==> config.mk <==
export PLATFORM = sky130hd
export DESIGN_NAME = ycbcr422_to_rgb565_flat
export DESIGN_NICKNAME = d
export VERILOG_FILES = /design/src/rtl/ycbcr422_to_rgb565_pkg.sv /design/src/rtl/ycbcr422_to_rgb565_if.sv /design/src/rtl/ycbcr422_to_rgb565_sat_u8.sv /design/src/rtl/ycbcr422_to_rgb565.sv /design/src/flat_wrapper.sv
export SDC_FILE = /design/constraint.sdc
export NUM_CORES = 1
export LEC_CHECK = 0
export BUFFER_PORTS_ARGS = -buffer_cell sky130_fd_sc_hd__buf_2
export CORE_ASPECT_RATIO = 0.75
export CORE_MARGIN = 2
export CORE_UTILIZATION = 45
export CTS_BUF_LIST = sky130_fd_sc_hd__clkbuf_8 sky130_fd_sc_hd__clkbuf_16
export DETAILED_ROUTE_END_ITERATION = 10
export SKIP_LAST_GASP = 1
export SLEW_MARGIN = 20
export SYNTH_ARGS = -nofsm -noshare
export SYNTH_HDL_FRONTEND = slang
export SYNTH_HIERARCHICAL = 1
export SYNTH_SLANG_ARGS = --single-unit
==> constraint.sdc <==
create_clock -name clk -period 5.6 [get_ports clk]
set_input_delay 0.28 -clock clk [delete_from_list [all_inputs] [get_ports clk]]
set_output_delay 0.28 -clock clk [all_outputs]
set_load 0.01 [all_outputs]
==> src/rtl/ycbcr422_to_rgb565_pkg.sv <==
// Shared widths, coefficients and helpers for the YCbCr 4:2:2 to RGB565 converter.
package ycbcr422_to_rgb565_pkg;

    localparam int PIX_W    = 8;
    localparam int D_W      = PIX_W + 1;
    localparam int SUM_W    = 18;
    localparam int FRAC_W   = 8;
    localparam int PIPE_LAT = 5;

    // Coefficients are the BT.601 inverse matrix scaled by 256
    localparam logic signed [SUM_W-1:0] K_R_CR = 18'sd359;
    localparam logic signed [SUM_W-1:0] K_G_CB = 18'sd88;
    localparam logic signed [SUM_W-1:0] K_G_CR = 18'sd183;
    localparam logic signed [SUM_W-1:0] K_B_CB = 18'sd454;

    localparam logic [PIX_W-1:0] CHROMA_OFS = 8'd128;

    typedef logic signed [SUM_W-1:0] sum_t;
    typedef logic signed [D_W-1:0]   diff_t;

    typedef enum logic {
        PH_EVEN = 1'b0,
        PH_ODD  = 1'b1
    } phase_e;

    // Remove the chroma offset: 0..255 -> -128..127
    function automatic diff_t chroma_diff(input logic [PIX_W-1:0] c);
        return diff_t'({1'b0, c}) - diff_t'({1'b0, CHROMA_OFS});
    endfunction

endpackage

==> src/rtl/ycbcr422_to_rgb565_if.sv <==
// Video stream bundle: YCbCr 4:2:2 in, RGB565 out, with frame sync signals.
interface ycbcr422_to_rgb565_if;
    import ycbcr422_to_rgb565_pkg::*;

    logic             pre_frame_vsync;
    logic             pre_frame_hsync;
    logic             pre_frame_de;
    logic [PIX_W-1:0] img_y;
    logic [PIX_W-1:0] img_c;

    logic             post_frame_vsync;
    logic             post_frame_hsync;
    logic             post_frame_de;
    logic [4:0]       img_red;
    logic [5:0]       img_green;
    logic [4:0]       img_blue;

    modport master (
        output pre_frame_vsync, pre_frame_hsync, pre_frame_de, img_y, img_c,
        input  post_frame_vsync, post_frame_hsync, post_frame_de,
        input  img_red, img_green, img_blue
    );

    modport slave (
        input  pre_frame_vsync, pre_frame_hsync, pre_frame_de, img_y, img_c,
        output post_frame_vsync, post_frame_hsync, post_frame_de,
        output img_red, img_green, img_blue
    );

endinterface

==> src/rtl/ycbcr422_to_rgb565_sat_u8.sv <==
// sat_u8: clamps a signed sum to the unsigned 8-bit range and registers it.
module sat_u8
    import ycbcr422_to_rgb565_pkg::*;
(
    input  logic             clk,
    input  logic             rst_n,
    input  sum_t             din,
    output logic [PIX_W-1:0] dout
);

    localparam sum_t U8_MAX = 18'sd255;

    function automatic logic [PIX_W-1:0] saturate(input sum_t v);
        if (v[SUM_W-1]) begin
            return '0;
        end else if (v > U8_MAX) begin
            return '1;
        end else begin
            return v[PIX_W-1:0];
        end
    endfunction

    // Register the clamped value
    always_ff @(posedge clk or negedge rst_n) begin
        if (!rst_n) begin
            dout <= '0;
        end else begin
            dout <= saturate(din);
        end
    end

endmodule

==> src/rtl/ycbcr422_to_rgb565.sv <==
// ycbcr422_to_rgb565: YCbCr 4:2:2 pixel stream to RGB565, one pixel per clock,
// five register stages, frame syncs delayed to match.
// Build macro YCBCR2RGB_ROUND_EN: round-half-up the scaled sums (default floors).
module ycbcr422_to_rgb565
    import ycbcr422_to_rgb565_pkg::*;
#(
    parameter bit CHROMA_FIRST = 1'b0,
    parameter bit OUT_BLANK    = 1'b1
) (
    input logic                 clk,
    input logic                 rst_n,
    ycbcr422_to_rgb565_if.slave vid
);

`ifdef YCBCR2RGB_ROUND_EN
    localparam sum_t ROUND_OFS = 18'sd128;
`else
    localparam sum_t ROUND_OFS = 18'sd0;
`endif

    function automatic sum_t scale_down(input sum_t s);
        return (s + ROUND_OFS) >>> FRAC_W;
    endfunction

    phase_e phase;

    logic [PIX_W-1:0] y_p0, c_p0;
    phase_e           ph_p0;
    logic             vld_p0;

    logic [PIX_W-1:0] pair_c, cb_sel, cr_sel, cb_hold, cr_hold;
    logic [PIX_W-1:0] y_p1, cb_p1, cr_p1;
    logic             vld_p1;

    diff_t            dcb_p1, dcr_p1;
    logic [PIX_W-1:0] y_p2;
    sum_t             prod_r_p2, prod_gb_p2, prod_gr_p2, prod_b_p2;
    logic             vld_p2;

    sum_t             ybase_p2;
    sum_t             r_p3, g_p3, b_p3;
    logic             vld_p3;

    logic [PIX_W-1:0] r_p4, g_p4, b_p4;
    logic             vld_p4;

    logic [PIPE_LAT-1:0] vsync_dly, hsync_dly;
    logic                blank;

    // Pixel phase within a line: toggles per valid pixel, restarts even on any de gap
    always_ff @(posedge clk or negedge rst_n) begin
        if (!rst_n) begin
            phase <= PH_EVEN;
        end else if (vid.pre_frame_de) begin
            phase <= (phase == PH_EVEN) ? PH_ODD : PH_EVEN;
        end else begin
            phase <= PH_EVEN;
        end
    end

    // ---- stage A: capture input pixel and its phase
    always_ff @(posedge clk or negedge rst_n) begin
        if (!rst_n) begin
            y_p0   <= '0;
            c_p0   <= '0;
            ph_p0  <= PH_EVEN;
            vld_p0 <= 1'b0;
        end else begin
            y_p0   <= vid.img_y;
            c_p0   <= vid.img_c;
            ph_p0  <= phase;
            vld_p0 <= vid.pre_frame_de;
        end
    end

    // ---- stage B: pair the two chroma samples of an even/odd pixel pair
    // Even pixel peeks at the live input for its partner sample; a line ending on
    // an even pixel has no partner, so neutral chroma stands in.
    always_comb begin
        pair_c = vid.pre_frame_de ? vid.img_c : CHROMA_OFS;
        cb_sel = cb_hold;
        cr_sel = cr_hold;
        if (ph_p0 == PH_EVEN) begin
            if (CHROMA_FIRST) begin
                cb_sel = pair_c;
                cr_sel = c_p0;
            end else begin
                cb_sel = c_p0;
                cr_sel = pair_c;
            end
        end
    end

    // Keep the even pixel's pair so the following odd pixel reuses it
    always_ff @(posedge clk or negedge rst_n) begin
        if (!rst_n) begin
            cb_hold <= '0;
            cr_hold <= '0;
        end else if (vld_p0 && ph_p0 == PH_EVEN) begin
            cb_hold <= cb_sel;
            cr_hold <= cr_sel;
        end
    end

    // Register luma with aligned chroma
    always_ff @(posedge clk or negedge rst_n) begin
        if (!rst_n) begin
            y_p1   <= '0;
            cb_p1  <= '0;
            cr_p1  <= '0;
            vld_p1 <= 1'b0;
        end else begin
            y_p1   <= y_p0;
            cb_p1  <= cb_sel;
            cr_p1  <= cr_sel;
            vld_p1 <= vld_p0;
        end
    end

    // ---- stage C: signed chroma products
    assign dcb_p1 = chroma_diff(cb_p1);
    assign dcr_p1 = chroma_diff(cr_p1);

    // Multiply offset-removed chroma by the scaled coefficients
    always_ff @(posedge clk or negedge rst_n) begin
        if (!rst_n) begin
            y_p2       <= '0;
            prod_r_p2  <= '0;
            prod_gb_p2 <= '0;
            prod_gr_p2 <= '0;
            prod_b_p2  <= '0;
            vld_p2     <= 1'b0;
        end else begin
            y_p2       <= y_p1;
            prod_r_p2  <= sum_t'(dcr_p1) * K_R_CR;
            prod_gb_p2 <= sum_t'(dcb_p1) * K_G_CB;
            prod_gr_p2 <= sum_t'(dcr_p1) * K_G_CR;
            prod_b_p2  <= sum_t'(dcb_p1) * K_B_CB;
            vld_p2     <= vld_p1;
        end
    end

    // ---- stage D: sum with scaled luma and drop the fractional bits
    assign ybase_p2 = {2'b00, y_p2, 8'h00};

    // Form the three channel sums
    always_ff @(posedge clk or negedge rst_n) begin
        if (!rst_n) begin
            r_p3   <= '0;
            g_p3   <= '0;
            b_p3   <= '0;
            vld_p3 <= 1'b0;
        end else begin
            r_p3   <= scale_down(ybase_p2 + prod_r_p2);
            g_p3   <= scale_down(ybase_p2 - prod_gb_p2 - prod_gr_p2);
            b_p3   <= scale_down(ybase_p2 + prod_b_p2);
            vld_p3 <= vld_p2;
        end
    end

    // ---- stage E: clamp to 0..255
    sat_u8 u_sat_r (.clk(clk), .rst_n(rst_n), .din(r_p3), .dout(r_p4));
    sat_u8 u_sat_g (.clk(clk), .rst_n(rst_n), .din(g_p3), .dout(g_p4));
    sat_u8 u_sat_b (.clk(clk), .rst_n(rst_n), .din(b_p3), .dout(b_p4));

    // Carry de through the last stage
    always_ff @(posedge clk or negedge rst_n) begin
        if (!rst_n) begin
            vld_p4 <= 1'b0;
        end else begin
            vld_p4 <= vld_p3;
        end
    end

    // Frame syncs follow the same number of register stages as the pixel data
    always_ff @(posedge clk or negedge rst_n) begin
        if (!rst_n) begin
            vsync_dly <= '0;
            hsync_dly <= '0;
        end else begin
            vsync_dly <= {vsync_dly[PIPE_LAT-2:0], vid.pre_frame_vsync};
            hsync_dly <= {hsync_dly[PIPE_LAT-2:0], vid.pre_frame_hsync};
        end
    end

    assign vid.post_frame_vsync = vsync_dly[PIPE_LAT-1];
    assign vid.post_frame_hsync = hsync_dly[PIPE_LAT-1];
    assign vid.post_frame_de    = vld_p4;

    // Pack RGB565 and optionally blank outside active video
    always_comb begin
        blank         = OUT_BLANK && !vld_p4;
        vid.img_red   = blank ? 5'd0 : r_p4[7:3];
        vid.img_green = blank ? 6'd0 : g_p4[7:2];
        vid.img_blue  = blank ? 5'd0 : b_p4[7:3];
    end

endmodule

==> src/flat_wrapper.sv <==
// flat-port wrapper written by rule: the top's interface ports become plain ports
module ycbcr422_to_rgb565_flat import ycbcr422_to_rgb565_pkg::*;
#(
    parameter bit CHROMA_FIRST = 1'b0,
    parameter bit OUT_BLANK    = 1'b1
)
  (clk, rst_n, vid_pre_frame_vsync, vid_pre_frame_hsync, vid_pre_frame_de, vid_img_y, vid_img_c, vid_post_frame_vsync, vid_post_frame_hsync, vid_post_frame_de, vid_img_red, vid_img_green, vid_img_blue);
  ycbcr422_to_rgb565_if vid_i ();
  input logic clk;
  input logic rst_n;
  input wire logic [$bits(vid_i.pre_frame_vsync)-1:0] vid_pre_frame_vsync;
  input wire logic [$bits(vid_i.pre_frame_hsync)-1:0] vid_pre_frame_hsync;
  input wire logic [$bits(vid_i.pre_frame_de)-1:0] vid_pre_frame_de;
  input wire logic [$bits(vid_i.img_y)-1:0] vid_img_y;
  input wire logic [$bits(vid_i.img_c)-1:0] vid_img_c;
  output wire logic [$bits(vid_i.post_frame_vsync)-1:0] vid_post_frame_vsync;
  output wire logic [$bits(vid_i.post_frame_hsync)-1:0] vid_post_frame_hsync;
  output wire logic [$bits(vid_i.post_frame_de)-1:0] vid_post_frame_de;
  output wire logic [$bits(vid_i.img_red)-1:0] vid_img_red;
  output wire logic [$bits(vid_i.img_green)-1:0] vid_img_green;
  output wire logic [$bits(vid_i.img_blue)-1:0] vid_img_blue;
  assign vid_i.pre_frame_vsync = vid_pre_frame_vsync;
  assign vid_i.pre_frame_hsync = vid_pre_frame_hsync;
  assign vid_i.pre_frame_de = vid_pre_frame_de;
  assign vid_i.img_y = vid_img_y;
  assign vid_i.img_c = vid_img_c;
  assign vid_post_frame_vsync = vid_i.post_frame_vsync;
  assign vid_post_frame_hsync = vid_i.post_frame_hsync;
  assign vid_post_frame_de = vid_i.post_frame_de;
  assign vid_img_red = vid_i.img_red;
  assign vid_img_green = vid_i.img_green;
  assign vid_img_blue = vid_i.img_blue;
  ycbcr422_to_rgb565 #(.CHROMA_FIRST(CHROMA_FIRST), .OUT_BLANK(OUT_BLANK)) u_core (.clk(clk), .rst_n(rst_n), .vid(vid_i));
endmodule
* Word level (Yosys, flattened, before mapping) *
Cells that the tools add are included.

cells by class
  add/sub/neg operators = 6
  multiply operators = 4
  divide/modulo/power cells = 0
  magnitude comparators = 3
  equality and inequality tests = 0
  shift operators = 0
  mux-type cells = 14
  bitwise gates (word level) = 1
  reduce and logical (&&, ||, !) cells = 1

operator list
  kind                                                                              count
  8-bit two-way mux                                                                 9
  17-bit by 18-bit adder with 18-bit output                                         2
  10-bit by 9-bit greater-than comparator with 1-bit output, second input constant  3
  9-bit by 10-bit multiplier with 18-bit output, second input constant              1
  9-bit by 9-bit multiplier with 18-bit output, second input constant               1
  17-bit by 18-bit subtractor with 18-bit output                                    1
  18-bit subtractor                                                                 1
  8-bit by 8-bit subtractor with 9-bit output, second input constant                2
  9-bit by 9-bit multiplier with 17-bit output, second input constant               1
  9-bit by 5-bit multiplier with 14-bit output, second input constant               1
  5-bit two-way mux                                                                 2
  6-bit two-way mux                                                                 1
  1-bit two-way mux                                                                 2
  1-bit logical AND                                                                 1
  1-bit NOT                                                                         1

word-level totals
  bits in registers = 203
  latch bits = 0
  memory bits (writable) = 0
  bits in read-only memories = 0
  word-level logic and storage cells = 56
  memories = 0

* Logic depth before layout (Yosys ltp) *
Gate-level depths: netlist of run 1.

  depth in word-level cells = 3
  gate-level depth with buffers = 18
  mapped depth without buffers = 17

* Hierarchy *
The synthesis of run 1 kept the hierarchy.

by module, submodules not included
  module              instances  cells each  area an instance (µm²)  seq. area each (µm²)
  ycbcr422_to_rgb565  1          997         10963.0                 4078.9
  sat_u8              3          30          344.1                   200.2

* Worst setup path after synthesis of run 1 *
No wires, ideal clock.

  kind = reg-to-reg
  from = register u_core.cr_p1[7]
  to = register u_core.prod_r_p2[15]
  setup time = 123 ps
  arrival time = 4573 ps
  required time = 5477 ps
  path slack = 904 ps
  stages on the path, launching flop included = 19
  clock period less this slack = 4696 ps
  cell sequence = dfrtp_1 -> clkbuf_1 -> inv_1 -> ha_1 -> inv_1 -> ha_1 -> fa_1 -> fa_1 -> inv_1 -> fa_1 -> inv_1 -> ha_1 -> nand2_1 -> or3_1 -> a21oi_1 -> o21a_1 -> or3_1 -> a31oi_1 -> xnor2_1

between the ends
  word-level cells in the longest chain between the ends = 2

ends and longest elaborated chain
  element                                        RTL line                      RTL
  from (decl)                                    ycbcr422_to_rgb565.sv:32      logic [PIX_W-1:0] y_p1, cb_p1, cr_p1;
  from (signal assigned)                         ycbcr422_to_rgb565.sv:115     cr_p1 <= cr_sel;
  8-bit by 8-bit subtractor with 9-bit output    ycbcr422_to_rgb565_pkg.sv:28  return diff_t'({1'b0, c}) - diff_t'({1'b0, CHROMA_OFS});
  9-bit by 10-bit multiplier with 18-bit output  ycbcr422_to_rgb565.sv:135     prod_r_p2 <= sum_t'(dcr_p1) * K_R_CR;
  to (signal assigned)                           ycbcr422_to_rgb565.sv:135
  to (decl)                                      ycbcr422_to_rgb565.sv:37      sum_t prod_r_p2, prod_gb_p2, prod_gr_p2, prod_b_p2;

Every way passes these cells.
A chain may end at the register's enable or synchronous reset.

* Final worst setup path of run 1 *
  from = register u_core.cr_p1[1]
  to = register u_core.prod_r_p2[15]

Same word-level chain as after synthesis.

==> results of run 1 <==
==> stage by stage <==
stage                     total power, mW  setup slack, ns
after floorplan                      4.45            0.904
after global placement               5.14             1.10
after detailed placement             5.19             1.01
after CTS                            6.38            0.990
after global routing                 6.92            0.757
final                                6.30             1.00
==> routing by layer <==
metal	vias to the layer above	wire (µm)
met1	3271	11000
met4	0	158
li1	3550	-
met3	12	540
met5	-	0
met2	87	8370
==> power by group through the flow <==
stage | clock (mW) | combinational (mW) | sequential, mW
detailed placement | 0 | 3.35 | 1.84
global route | 1.21 | 3.85 | 1.86
finish | 1.12 | 3.37 | 1.81
floorplan | 0 | 2.70 | 1.75
global placement | 0 | 3.30 | 1.84
CTS | 1.17 | 3.39 | 1.82
==> cells in the final DEF (no fill, tap or decap), drive strengths merged, types with 4 or more instances in the layout <==
master and n:
ha 178, nor4 22, xor2 16, or3 4, o21ai 43, a21oi 38, or2 5, o21a 4
nor2 37, nand3 6, buf 45, xnor2 58, a21o 14, a31oi 24, dlygate4sd3 19, inv 195
nor3 18, fa 70, dfrtp 171, nand2 42, mux2 16, clkbuf 18, nor2b 9, o21bai 5
nand2b 6, and2 17
==> worst min-delay path by stage <==
stage,end,start,cells past startpoint
3_5_place_dp,u_core/vsync_dly[4],rst_n,1
2_1_floorplan,u_core/b_p3[3],rst_n,0
5_1_grt,u_core/vld_p0,vid_pre_frame_de,1
4_1_cts,u_core/vld_p0,vid_pre_frame_de,1
6_report,u_core/vld_p0,vid_pre_frame_de,1
3_3_place_gp,u_core/vsync_dly[4],rst_n,1
==> critical path: stages (launching register included) <==
cell	delay [ns]
dfrtp_1	0.65
inv_1	0.10
ha_1	0.36
fa_1	0.50
fa_1	0.49
inv_1	0.05
fa_1	0.41
inv_1	0.07
fa_1	0.41
inv_1	0.07
ha_1	0.25
nand2_1	0.08
or3_1	0.12
a21oi_1	0.11
o21a_1	0.21
or3_1	0.33
a31oi_1	0.20
xnor2_1	0.13
==> area by class of cell <==
cell class	instances	share of cell area, %
Antenna cell	1	0.0196
Clock buffer	18	3.44
Clock inverter	14	1.01
Inverter	186	5.47
Multi-Input combinational cell	666	49.8
Sequential cell	171	33.5
Tap cell	338	3.31
Timing Repair Buffer	64	3.42
==> flip-flops by register name, summed over array words and instances, names as in the netlist, 10 cells and up <==
name and cells:
u_core/prod_b_p2 13, u_core/prod_gb_p2 11, u_core/prod_gr_p2 18, u_core/prod_r_p2 10
==> out/metrics.cfg, run 1 <==
[layout]
fin_cells=1458
drive_gt1_share_pct=9.56
post-route-util_pct=51.2
multi_input_area_um2=6360
fillers=2221
postLayoutCellArea_um2=12800
area_growth_pct=11.7
nets=1375
seq_area_um2=4280

[placed_design]
io_buffers=39
dpl.hpwl_um=16300
place_congestion=0.819
dp.cells=1406
placed_area_um2=12000

[route]
vias=6920
drtAntennaViolNets=0
drt-wirelength-per-cell_um=13.8
first_iter_violations=246
vias_per_cell=4.75
drt-total-wl_um=20100
post-route-drc-count=0
dr.pass1.iters=4

[floorplanning]
die_y_um=142
die_w_um=188
core_um2=25000
dieArea_um2=26700
rows=50
io_pins=40
initial_core_util_pct=45.8

[clocking]
cts_buffers=17
cts-root-buf=clkbuf_16
cts_setup_buffers=0
cts_max_level=4
clock_sinks=171
clk_latency_ns=0.43
clk_pin_slew_worst_paths_ns=0.07
cts_resized=0
postCtsHoldBufs=19
cts_tree=built
clock_path_buffers=2

[grt]
grt.busiest_layer=met1
gr-usage-met1_pct=24.7
grt_max_degree=68
use_met2_pct=24.1
use_met3_pct=2.74
grt_antenna_before_repair=0
grt_overflow=0
grt_pass1_vias=6845
grt_first_pass_wirelength_um=34100
grt_usage_pct=16.2

[worst_setup_path]
arrival_ns=4.96
setup.worst_path.start_class=register
cp-end-kind=register
required_ns=5.96
ff2ff_path_depth=17
timing.rr.start=u_core/cr_p1[1]
cp_max_fo=10
worstReg2RegEnd=u_core/prod_r_p2[15]
r2r_slack_ns=1.00
endpoint=u_core/prod_r_p2[15]
crit_start=u_core/cr_p1[1]
worstSetupPathType=register to register

[power_and_ir_drop]
p_clk_share_pct=17.8
p_switching_mw=2.58
power_frac_seq_pct=28.7
power_switching_share_pct=40.9
cellInternalPower_mw=3.72
power_density_nw_per_um2=494
p_comb_share_pct=53.4
p_leak_nw=6.46
ir_drop_uv=255

[timing]
slew_viol_final=0
hold_violations=0
whs_ns=0.0772
fmax_ghz=0.218
fin_worst_skew_ns=0.0153
worst_pin_slew_ns=0.882
rsz0062_at_grt=no
period_share_pct=82.1
setup_viol=0
min_period_ns=4.60
slew_headroom_pct=41.2
fin_setup_tns_ns=0

[synth]
syn_avg_cell_area_um2=10.9
syn_nets=1315
syn_inst=1046
yosys_warnings=6
synth_area_um2=11400

[status]
status=finished, final reports clean

[run]
maxCapViolCount=0

[hold_path]
hold_class=primary input to register

Note: power is estimated with default switching activity, not from simulation.
==> run 2, diff against run 1 <==
==> constraint.sdc (replaced) <==
create_clock -name clk -period 3.95 [get_ports clk]
set_input_delay 0.1975 -clock clk [delete_from_list [all_inputs] [get_ports clk]]
set_output_delay 0.1975 -clock clk [all_outputs]
set_load 0.01 [all_outputs]
==> run 2 against run 1 <==
Net effect:
- hold slack improved by 0.22 ns
- critical path type unchanged
- global-route usage increased by 1.4 points
- fmax increased by 13%
- the flow now finishes with violations (negative setup slack)
- clock skew decreased by 0.0071 ns
- first-iteration DRC count decreased by 4.1%
- combinational power increased by 68%
==> out/metrics.cfg, run 2 (synthesis gave the netlist of run 1 again) <==
[clocking]
cts_tree=built
clock_sinks=171
clock_path_buffers=2
clk_pin_slew_worst_paths_ns=0.07
cts-root-buf=clkbuf_16
cts_buffers=17
cts_max_level=4
clk_latency_ns=0.44

[worst_setup_path]
worstReg2RegEnd=u_core/prod_r_p2[15]
arrival_ns=4.42
crit_family=adder cells
timing.rr.start=u_core/cr_p1[7]
crit_cells=17
required_ns=4.31
ff2ff_path_depth=17
worstPathCellList=clkinvlp_4 > ha_4 > inv_4 > buf_4 > ha_1 > ha_1 > inv_1 > fa_1 > inv_1 > ha_1 > ha_1 > a21oi_1 > o21ai_1 > o21a_1 > or3_4 > a31oi_4 > xnor2_1
worstSetupPathType=register to register
crit_slowest_cell=fa_1
cp-end-kind=register
endpoint=u_core/prod_r_p2[15]
cp_max_fo=4
crit_buf_inv=5
setup.worst_path.start_class=register
crit_start=u_core/cr_p1[7]
slowest_delay_ns=0.52
cp_common_cell=ha_1
r2r_slack_ns=-0.11

[layout]
postLayoutCellArea_um2=13900
largest_registers=u_core/prod_gr_p2 x18, u_core/prod_b_p2 x13, u_core/prod_gb_p2 x11
area_growth_pct=21.9
n_antenna_cell=0
largest-register=u_core/prod_gr_p2
layout_common_cells=165 x inv_1, 164 x dfrtp_1, 155 x ha_1
drive_gt1_share_pct=22.8
layout_commonest_cell=inv_1
nets=1455
largest_reg_flops=18

[route]
vias_per_cell=4.69
drt-total-wl_um=21600
drt-wirelength-per-cell_um=14.0
dr.pass1.iters=4
post-route-drc-count=0
vias=7213
drtAntennaViolNets=0
first_iter_violations=236

[floorplanning]
die_w_um=188
io_pins=40
initial_core_util_pct=45.8
die_y_um=142
dieArea_um2=26700
core_um2=25000
rows=50

[timing]
setup_viol=7
worst_pin_slew_ns=0.926
fin_setup_tns_ns=-0.343
fmax_ghz=0.246
rsz0062_at_grt=yes
hold_violations=0
min_period_ns=4.06
slew_headroom_pct=38.3
slew_viol_final=0
fin_ws_ns=-0.115
period_share_pct=103
fin_worst_skew_ns=0.00817

[grt]
grt_first_pass_wirelength_um=36800
grt_max_degree=62
grt_pass1_vias=7253
grt_usage_pct=17.6
grt_antenna_before_repair=0
grt_overflow=0

[hold_path]
hold_class=primary input to async pin

[power_and_ir_drop]
finalPower_mw=9.96
p_leak_nw=6.91
power_density_nw_per_um2=714
ir_drop_uv=442

[status]
violations=negative setup slack
status=complete, but fails checks

[placed_design]
placed_area_um2=12700
dpl.hpwl_um=17200
place_congestion=0.818
io_buffers=39

[run]
maxCapViolCount=0

## run 2: layout make-up
cell class / count / area [µm²]
multi-input combinational: 666 / 6850
clock buffer: 19 / 453
tap: 338 / 423
sequential: 171 / 4290
clock inverter: 13 / 173
inverter: 186 / 708
fill: 2147 / 11000
timing repair buffer: 144 / 1050
## run 2: how the worst min path moves through the flow
stage                     start                   to  slack, ns
after detailed placement  rst_n  u_core/vsync_dly[4]       0.20
final                     rst_n  u_core/hsync_dly[4]       0.30
after global routing      rst_n  u_core/hsync_dly[4]       0.33
after CTS                 rst_n  u_core/vsync_dly[4]       0.30
after global placement    rst_n  u_core/vsync_dly[4]       0.20
after floorplan           rst_n       u_core/b_p3[3]       -0.1
## run 2: what timing repair did
action | in CTS | in global routing
setup buffers | 4 | 8
pin swaps | 23 | 31
hold buffers | 20 | 0
resized for setup | 33 | 51
hold endpoints to repair | 77 | 0
endpoints found under the setup margin | 16 | 20
## run 2: where the power goes
part	leakage [nW]	internal [mW]	switching, mW	total, mW
sequential	2.01	2.28	0.274	2.55
combinational	4.60	2.71	2.95	5.66
clock	0.299	0.995	0.756	1.75
total	6.91	5.98	3.98	9.96
## run 2: per-layer routing
layer / GRT usage (%) / share of wire [%]
met3: 3.55 / 3.1
met4: 4.10 / 0.86
met5: 0 / 0
met1: 26.3 / 54
met2: 26.4 / 42
## run 2: metrics by stage
step	hold WS [ns]	worst slack, ns	utilization, %	instances
2_1_floorplan	-0.0981	-0.253	-	1046
3_3_place_gp	0.202	-0.220	50.7	1473
3_5_place_dp	0.204	-0.288	50.7	1473
4_1_cts	0.305	-0.161	54.7	1529
5_1_grt	0.329	-0.270	55.9	1537
6_report	0.300	-0.115	55.9	1537
==> run 3, diff against run 2 <==
--- a/config.mk
+++ b/config.mk
@@ -6,11 +6,14 @@
 export NUM_CORES = 1
 export LEC_CHECK = 0
 export BUFFER_PORTS_ARGS = -buffer_cell sky130_fd_sc_hd__buf_2
+export CELL_PAD_IN_SITES_DETAIL_PLACEMENT = 1
+export CELL_PAD_IN_SITES_GLOBAL_PLACEMENT = 1
 export CORE_ASPECT_RATIO = 0.75
 export CORE_MARGIN = 2
 export CORE_UTILIZATION = 45
 export CTS_BUF_LIST = sky130_fd_sc_hd__clkbuf_8 sky130_fd_sc_hd__clkbuf_16
 export DETAILED_ROUTE_END_ITERATION = 10
+export PLACE_DENSITY_LB_ADDON = 0.1
 export SKIP_LAST_GASP = 1
 export SLEW_MARGIN = 20
 export SYNTH_ARGS = -nofsm -noshare
==> run 3 against run 2 <==
Net effect:
- clock power decreased by 6%
- largest cell class unchanged
- the flow still finishes with violations (negative setup slack)
- fmax decreased by 4.0%
- clock skew up 0.0041 ns
- die area did not move
- sequential cell count did not move
- combinational power is 3.9% higher
- routed wire length up 18%
- non-clock buffer count increased by 17
==> out/metrics.cfg, run 3 (synthesis gave the netlist of run 1 again) <==
[status]
status=complete, but fails checks
violations=negative setup slack

[power_and_ir_drop]
p_leak_nw=6.96
power_density_nw_per_um2=718
ir_drop_uv=416

[layout]
seq_area_um2=4290
largest_registers=u_core/prod_gr_p2 x18, u_core/prod_b_p2 x13, u_core/prod_gb_p2 x11
largest-register=u_core/prod_gr_p2
drive_gt1_share_pct=23.8
nets=1472
n_antenna_cell=0
area_growth_pct=22.7
largest_reg_flops=18
layout_commonest_cell=inv_1
fin_cells=1554
fillers=2660
multi_input_area_um2=6810
layout_common_cells=169 x inv_1, 164 x dfrtp_1, 154 x ha_1

[worst_setup_path]
cp_max_fo=4
cp-end-kind=register
setup.worst_path.start_class=register
worstSetupPathType=register to register
arrival_ns=4.59
worstReg2RegEnd=u_core/prod_r_p2[15]
ff2ff_path_depth=17
crit_slowest_cell=fa_1
worstPathCellList=clkinvlp_4 > ha_4 > inv_4 > ha_4 > fa_1 > fa_1 > inv_1 > fa_1 > inv_2 > ha_4 > nand2_1 > or3_4 > a21oi_4 > o21a_1 > or3_4 > a31oi_2 > xnor2_1
required_ns=4.31
timing.rr.start=u_core/cr_p1[7]
crit_family=adder cells
crit_buf_inv=4
r2r_slack_ns=-0.28
slowest_delay_ns=0.52

[placed_design]
dp.cells=1482
place_congestion=0.802
dpl.hpwl_um=19300
io_buffers=39

[timing]
rsz0062_at_grt=yes
period_share_pct=107
fin_worst_skew_ns=0.0123
fin_ws_ns=-0.283
whs_ns=0.303
slew_headroom_pct=37.7
fmax_ghz=0.236
worst_pin_slew_ns=0.934
hold_violations=0
setup_viol=14
slew_viol_final=0
min_period_ns=4.23

[grt]
grt_first_pass_wirelength_um=41800
grt_antenna_before_repair=2
use_met2_pct=34.3
grt_usage_pct=20.3
grt_max_degree=76
gr-usage-met1_pct=27.3
use_met3_pct=3.75
grt.busiest_layer=met2
grt_pass1_vias=8132
grt_overflow=0

[floorplanning]
core_um2=25000
die_y_um=142
rows=50
dieArea_um2=26700
die_w_um=188
io_pins=40
initial_core_util_pct=45.8

[route]
drtAntennaViolNets=0
drt-total-wl_um=25600
vias=7581
drt-wirelength-per-cell_um=16.4
post-route-drc-count=0
first_iter_violations=175
vias_per_cell=4.88
dr.pass1.iters=4

[run]
maxCapViolCount=0

[clocking]
cts_tree=built
cts_buffers=17
cts_max_level=4
clock_path_buffers=2
clk_pin_slew_worst_paths_ns=0.07
clk_latency_ns=0.44
clock_sinks=171
cts-root-buf=clkbuf_16

[hold_path]
hold_class=primary input to async pin

[run 3: final cells by class]
type | count | area share (%)
Clock buffer | 18 | 3.13
Tap cell | 338 | 3.01
Sequential cell | 171 | 30.6
Timing Repair Buffer | 161 | 8.63
Clock inverter | 14 | 1.10
Multi-Input combinational cell | 666 | 48.5
Inverter | 186 | 5.05
[run 3: per-stage QoR]
step	power [mW]	setup TNS [ns]	util [%]	setup slack (ns)	instance area (µm²)
after floorplan	6.43	-0.881	-	-0.253	11600
after global placement	7.82	-0.912	51.0	-0.228	12700
after detailed placement	8.02	-2.38	51.0	-0.335	12700
after CTS	9.92	-0.771	55.1	-0.166	13700
after global routing	11.1	-4.78	56.2	-0.443	14000
final	10.1	-2.30	56.2	-0.283	14000
[run 3: where the power goes]
group | internal, mW | switching (mW) | total, mW | leakage, nW
sequential | 2.28 | 0.279 | 2.56 | 2.01
clock | 0.859 | 0.778 | 1.64 | 0.284
combinational | 2.77 | 3.11 | 5.88 | 4.66
[run 3: per-layer routing]
layer | wire [µm] | part of all wire, %
met1 | 12400 | 49
met2 | 12400 | 49
met3 | 524 | 2.1
met4 | 204 | 0.80
met5 | 0 | 0
[run 3: how the worst max path moves through the flow]
stage	from	cells past startpoint	slack (ns)	to
global placement	u_core/cr_p1[1]	15	-0.23	u_core/prod_r_p2[15]
global route	u_core/cr_p1[7]	17	-0.44	u_core/prod_r_p2[15]
floorplan	u_core/cr_p1[7]	15	-0.25	u_core/prod_r_p2[15]
CTS	u_core/cr_p1[0]	15	-0.17	u_core/prod_r_p2[15]
finish	u_core/cr_p1[7]	17	-0.28	u_core/prod_r_p2[15]
detailed placement	u_core/cr_p1[1]	15	-0.34	u_core/prod_r_p2[15]
[run 3: timing repair]
| item | CTS | global route |
|---|---|---|
| gates resized for setup | 34 | 45 |
| setup endpoints to repair | 16 | 22 |
| cloned | 0 | 0 |
| hold endpoints to repair | 84 | 0 |
| hold buffers | 20 | 0 |
| setup buffers | 8 | 13 |
| pin swaps | 19 | 32 |
